==> config.mk <==
export PLATFORM = sky130hd
export DESIGN_NAME = seg_scan_ctrl
export DESIGN_NICKNAME = d
export VERILOG_FILES = /design/src/rtl/seg_scan_pkg.sv /design/src/rtl/bcd_seg_decode.sv /design/src/rtl/seg_scan_ctrl.sv
export SDC_FILE = /design/constraint.sdc
export NUM_CORES = 1
export LEC_CHECK = 0
export CAP_MARGIN = 20
export CELL_PAD_IN_SITES_DETAIL_PLACEMENT = 1
export CELL_PAD_IN_SITES_GLOBAL_PLACEMENT = 1
export CORE_AREA = 3 3 137 139
export CTS_BUF_LIST = sky130_fd_sc_hd__clkbuf_4 sky130_fd_sc_hd__clkbuf_8
export DETAILED_ROUTE_END_ITERATION = 6
export DIE_AREA = 0 0 140 142
export HOLD_SLACK_MARGIN = 0.12
export PLACE_DENSITY = 0.74
export SLEW_MARGIN = 10
export SYNTH_ARGS = -nofsm -noshare
export SYNTH_HDL_FRONTEND = slang
export SYNTH_SLANG_ARGS = --single-unit
==> constraint.sdc <==
create_clock -name clk -period 8.3 [get_ports clk]
set_clock_uncertainty 0.1 [all_clocks]
set_input_delay 1.66 -clock clk [delete_from_list [all_inputs] [get_ports clk]]
set_output_delay 1.66 -clock clk [all_outputs]
set_load 0.01 [all_outputs]
==> src/rtl/seg_scan_pkg.sv <==
// Shared constants for the multiplexed seven-segment scanner: digit count,
// blanked output levels, scan FSM encoding and the buffered frame record.
package seg_scan_pkg;
  localparam int NUM_DIGITS = 8;
  localparam logic [7:0] SEG_OFF = 8'hFF;
  localparam logic [7:0] AN_OFF  = 8'hFF;

  localparam logic [0:0] ST_BLANK = 1'b0;
  localparam logic [0:0] ST_SHOW  = 1'b1;

  typedef struct packed {
    logic [31:0] digits;
    logic [7:0]  dp;
    logic [7:0]  en;
  } frame_t;
endpackage

==> src/rtl/bcd_seg_decode.sv <==
// BCD to active-low {g..a} segment pattern for a common-anode display;
// codes 10-15 leave every segment dark.
module bcd_seg_decode (
  input  logic [3:0] bcd,
  output logic [6:0] seg_n
);
  always_comb begin
    seg_n = 7'b1111111;
    case (bcd)
      4'd0: seg_n = 7'b1000000;
      4'd1: seg_n = 7'b1111001;
      4'd2: seg_n = 7'b0100100;
      4'd3: seg_n = 7'b0110000;
      4'd4: seg_n = 7'b0011001;
      4'd5: seg_n = 7'b0010010;
      4'd6: seg_n = 7'b0000010;
      4'd7: seg_n = 7'b1111000;
      4'd8: seg_n = 7'b0000000;
      4'd9: seg_n = 7'b0010000;
      default: seg_n = 7'b1111111;
    endcase
  end
endmodule

==> src/rtl/seg_scan_ctrl.sv <==
// Eight-digit time-multiplexed display scanner with guard gaps between digits,
// leading-zero blanking and frame-synchronous double buffering of the data.
module seg_scan_ctrl
  import seg_scan_pkg::*;
#(
  parameter int SHOW_CYC = 99984,
  parameter int GUARD    = 16
) (
  input  logic        clk,
  input  logic        rst,
  input  logic        load,
  input  logic [31:0] digits,
  input  logic [7:0]  dp_in,
  input  logic [7:0]  en_in,
  input  logic        lz_blank,
  output logic [7:0]  an,
  output logic [7:0]  seg,
  output logic        frame_done
);
  localparam int MAXC = (SHOW_CYC > GUARD) ? SHOW_CYC : GUARD;
  localparam int CW   = (MAXC > 1) ? $clog2(MAXC) : 1;

  logic [0:0]    state_reg;
  logic [CW-1:0] cnt_reg;
  logic [2:0]    idx_reg;
  frame_t        com_reg;
  frame_t        pend_reg;
  logic          pend_valid_reg;

  frame_t                  live;
  logic [3:0]              nibble;
  logic [6:0]              dec;
  logic [NUM_DIGITS-1:0]   upper_zero;
  logic                    visible;
  logic                    guard_end;
  logic                    show_end;
  logic                    boundary;

  assign live   = '{digits: digits, dp: dp_in, en: en_in};
  assign nibble = com_reg.digits[{idx_reg, 2'b00} +: 4];

  bcd_seg_decode u_dec (
    .bcd   (nibble),
    .seg_n (dec)
  );

  // upper_zero[i]: digit i and every more significant digit are zero.
  for (genvar gi = 0; gi < NUM_DIGITS; gi++) begin : g_lz
    assign upper_zero[gi] = (com_reg.digits[31:4*gi] == '0);
  end

  assign visible   = com_reg.en[idx_reg] &&
                     !(lz_blank && (idx_reg != 3'd0) && upper_zero[idx_reg]);
  assign guard_end = (state_reg == ST_BLANK) && (cnt_reg == CW'(GUARD - 1));
  assign show_end  = (state_reg == ST_SHOW) && (cnt_reg == CW'(SHOW_CYC - 1));
  assign boundary  = show_end && (idx_reg == 3'd7);

  always_ff @(posedge clk) begin
    if (rst) begin
      state_reg      <= ST_BLANK;
      cnt_reg        <= '0;
      idx_reg        <= '0;
      an             <= AN_OFF;
      seg            <= SEG_OFF;
      frame_done     <= 1'b0;
      com_reg        <= '0;
      pend_reg       <= '0;
      pend_valid_reg <= 1'b0;
    end else begin
      frame_done <= boundary;

      // Outputs are loaded on the edge that enters each state, so they never lag the FSM.
      if (guard_end) begin
        state_reg <= ST_SHOW;
        cnt_reg   <= '0;
        an        <= visible ? ~(8'b1 << idx_reg) : AN_OFF;
        seg       <= visible ? {~com_reg.dp[idx_reg], dec} : SEG_OFF;
      end else if (show_end) begin
        state_reg <= ST_BLANK;
        cnt_reg   <= '0;
        idx_reg   <= idx_reg + 3'd1;
        an        <= AN_OFF;
        seg       <= SEG_OFF;
      end else begin
        cnt_reg <= cnt_reg + 1'b1;
      end

      // A load landing exactly on the boundary bypasses the pending buffer.
      if (boundary) begin
        if (load) begin
          com_reg <= live;
        end else if (pend_valid_reg) begin
          com_reg <= pend_reg;
        end
        pend_valid_reg <= 1'b0;
      end else if (load) begin
        pend_reg       <= live;
        pend_valid_reg <= 1'b1;
      end
    end
  end
endmodule

==> summary.txt <==
Finish
  – Core Util, Final: 41.9%
  – Final Instance Count excl. Fillers: 1000
  – Share of cells above drive strength 1: 14.8%
  – Most frequent cells in the layout: nand2_1 (205), dfxtp_1 (135), a21oi_1 (103)
  – Layout area overhead: 20.3%
  – Final #Nets: 822
  – Antenna diode count: 0
  – Commonest non-fill, non-tap cell in the layout: nand2_1
  – Final non-filler cell area: 0.00745 mm^2

STA
  – Worst rel slew slack: 34.4%
  – RSZ-0062 raised after global routing: false
  – Peak Freq: 0.291 GHz
  – Fin. max-slew vios: 0
  – Final critical-path share of the clock period: 41.5%
  – Final hold viol count: 0
  – Final Critical Period: 3440 ps
  – Setup TNS: 0 ps
  – Hold slack: 355 ps
  – Worst-margin pin slew: 984 ps
  – Final setup vio count: 0
  – Final worst slack: 4860 ps

Global route
  – Largest net degree at the start of global routing: 88
  – Initial antenna violation count: 0
  – First-pass GRT wire length: 26.3 mm
  – GR Overflow Total: 0
  – Tot GR Track Use: 16.3%
  – Vias in the first global route: 5315

Logic synthesis
  – Mapped Area: 0.00619 mm^2
  – Register area share after synthesis: 43.7%
  – Post-synth ARST share: 0%
  – Synth Warn #: 0
  – Ys flop type: dfxtp_1
  – Synth Area in XOR/XNOR: 2.26%
  – Synth unique cells: 43
  – Number of synthesized flops with an enable pin: 0
  – Largest family of logic cells by synthesized area: simple AND/OR/NAND/NOR gates
  – Gate Count Post-Synth: 714
  – Syn Nets: 778
  – Yosys reg bits: 135
  – Adder-cell share of the synthesized area: 2.43%
  – Mux cell area share after synthesis: 14.8%
  – Synth Area in Compound Gates: 12.3%
  – Synth Area per Inst: 8.67 um^2
  – Post-synthesis simple-gate area fraction: 19.9%

CTS
  – Clock tree from TritonCTS: done
  – Post-CTS Setup Inserts: 0
  – CTS Hold Bufs: 0
  – Clk slew on worst S/H paths: 70 ps
  – PostCTS Resize Cnt: 0
  – CTS max path bufs: 2
  – CTS H-Tree Depth: 4
  – Worst-Skew Late Latency: 460 ps
  – Clock Root Buffer: clkbuf_8
  – CTS sink count: 135
  – Total CTS buffers: 17

Detailed routing
  – Mean number of vias per cell: 5.08
  – DR vias: 5080
  – DR pass1 iterations: 4
  – Post-route ant nets: 0
  – Drt wl/cell: 15.8 um
  – Aggregate routed wire length: 15.8 mm
  – DR iter-0 viols: 191
  – Drt drc: 0

Floorplan
  – Die height: 142 um
  – Die ar.: 0.0199 mm^2
  – Die W: 140 um
  – Starting Density: 34.8%
  – Number of I/O pins: 69
  – Core footprint: 0.0178 mm^2
  – Std cell rows: 49

Place
  – Dpl ws: 4370 ps
  – Post-DP HPWL: 10.3 mm
  – IO buf count: 68
  – GP Congestion: 0.782
  – Post-Place Cells: 967
  – Area after detailed placement: 0.00696 mm^2

Status
  – Status: finished, final reports clean

Power and ir drop
  – Worst VDD drop: 0.101 mV
  – Net switching power: 0.334 mW
  – Reg power frac: 47.6%
  – Power per cell area: 188 mW/mm^2
  – Net Sw Frac: 23.8%
  – Internal power: 1.07 mW
  – PnR Total Power: 1.40 mW
  – Lkg Pwr: 2.70 nW
  – Gate power share: 7.0%
  – Clock Power Share: 45.4%

Setup path
  – Critical path endpoint category: register
  – Crit Path Max Fanout: 51
  – Data required time of the worst path: 8500 ps
  – Worst Path Arrival: 3640 ps
  – RR Startpoint: idx_reg[0]$_SDFFE_PP0P_
  – Worst setup path startpoint: load
  – Crit Path Class: primary input to register
  – Crit start category: primary input

Worst hold path
  – HP Start: pend_reg[42]$_SDFFE_PP0P_
  – Hold WC Path Type: register to register

Job
  – Max-capacitance violation count: 0
-- final timing paths --
kind	endpoint	slack (ps)	depth (start not counted)
setup / recovery	com_reg[45]$_SDFFE_PP0P_	4860	6
hold / removal	pend_reg[42]$_SDFFE_PP0P_	360	2
setup reg to reg	seg[0]$_SDFFE_PP1P_	5050	6
hold reg to reg	pend_reg[42]$_SDFFE_PP0P_	360	2
-- worst max-delay path, stage by stage --
cell and delay, ps:
buf_2 80, buf_4 550, nor2_1 210, or4_4 840, nand2_1 170, a21oi_1 80
-- kinds of logic (layout without fill, tap and decap cells) --
| group | count (synthesis) | in the layout |
|---|---|---|
| AOI/OAI and AO/OA | 133 | 133 |
| adders and majority gates | 12 | 12 |
| and+or+nand+nor | 289 | 289 |
| buffers and inverters | 59 | 116 |
| xor gates and xnor gates | 16 | 16 |
| DFF | 135 | 135 |
| muxes | 70 | 70 |
-- cell usage after synthesis (2+ instances only) --
library cell	n	area (um^2)
a211oi_1	2	15.0
a21oi_1	103	515
a2bb2oi_1	15	131
and2_1	4	25.0
and3_1	4	25.0
buf_2	16	80.1
buf_4	5	37.5
buf_6	4	45.0
clkbuf_1	25	93.8
dfxtp_1	135	2700
ha_1	12	150
inv_1	8	30.0
mux2_2	51	574
mux2i_1	6	60.1
mux4_2	12	270
nand2_1	205	769
nand3_1	15	75.1
nand4_1	2	12.5
nand4b_1	2	17.5
nor2_1	30	113
nor2b_1	3	18.8
nor3_1	5	25.0
nor4_1	8	50.1
nor4_2	3	37.5
o21ai_0	6	30.0
or3_1	2	12.5
xnor2_1	10	87.6
xor2_1	6	52.6
-- routing by layer --
layer  track usage [%]  routed length [um]  up-vias
li1                  -                   -     2525
met1              20.9                7510     2471
met2              27.4                7570       66
met3              4.23                 526       18
met4              4.95                 218        0
met5                 0                   0        -
-- power by group through the flow --
stage | clock network (mW) | registers (mW) | logic (mW)
global route | 0.680 | 0.670 | 0.108
CTS | 0.651 | 0.668 | 0.0988
detailed placement | 0 | 0.684 | 0.0981
global placement | 0 | 0.683 | 0.0964
finish | 0.637 | 0.668 | 0.0982
floorplan | 0 | 0.682 | 0.0572
-- final cells by class --
class                           count  area (um^2)
Sequential cell                   135         2700
Clock inverter                     12          188
Fill cell                        2097        10300
Inverter                            9         33.8
Tap cell                          229          287
Clock buffer                       20          275
Timing Repair Buffer               75          746
Multi-Input combinational cell    520         3210
Power figures use the tool's default switching activity.
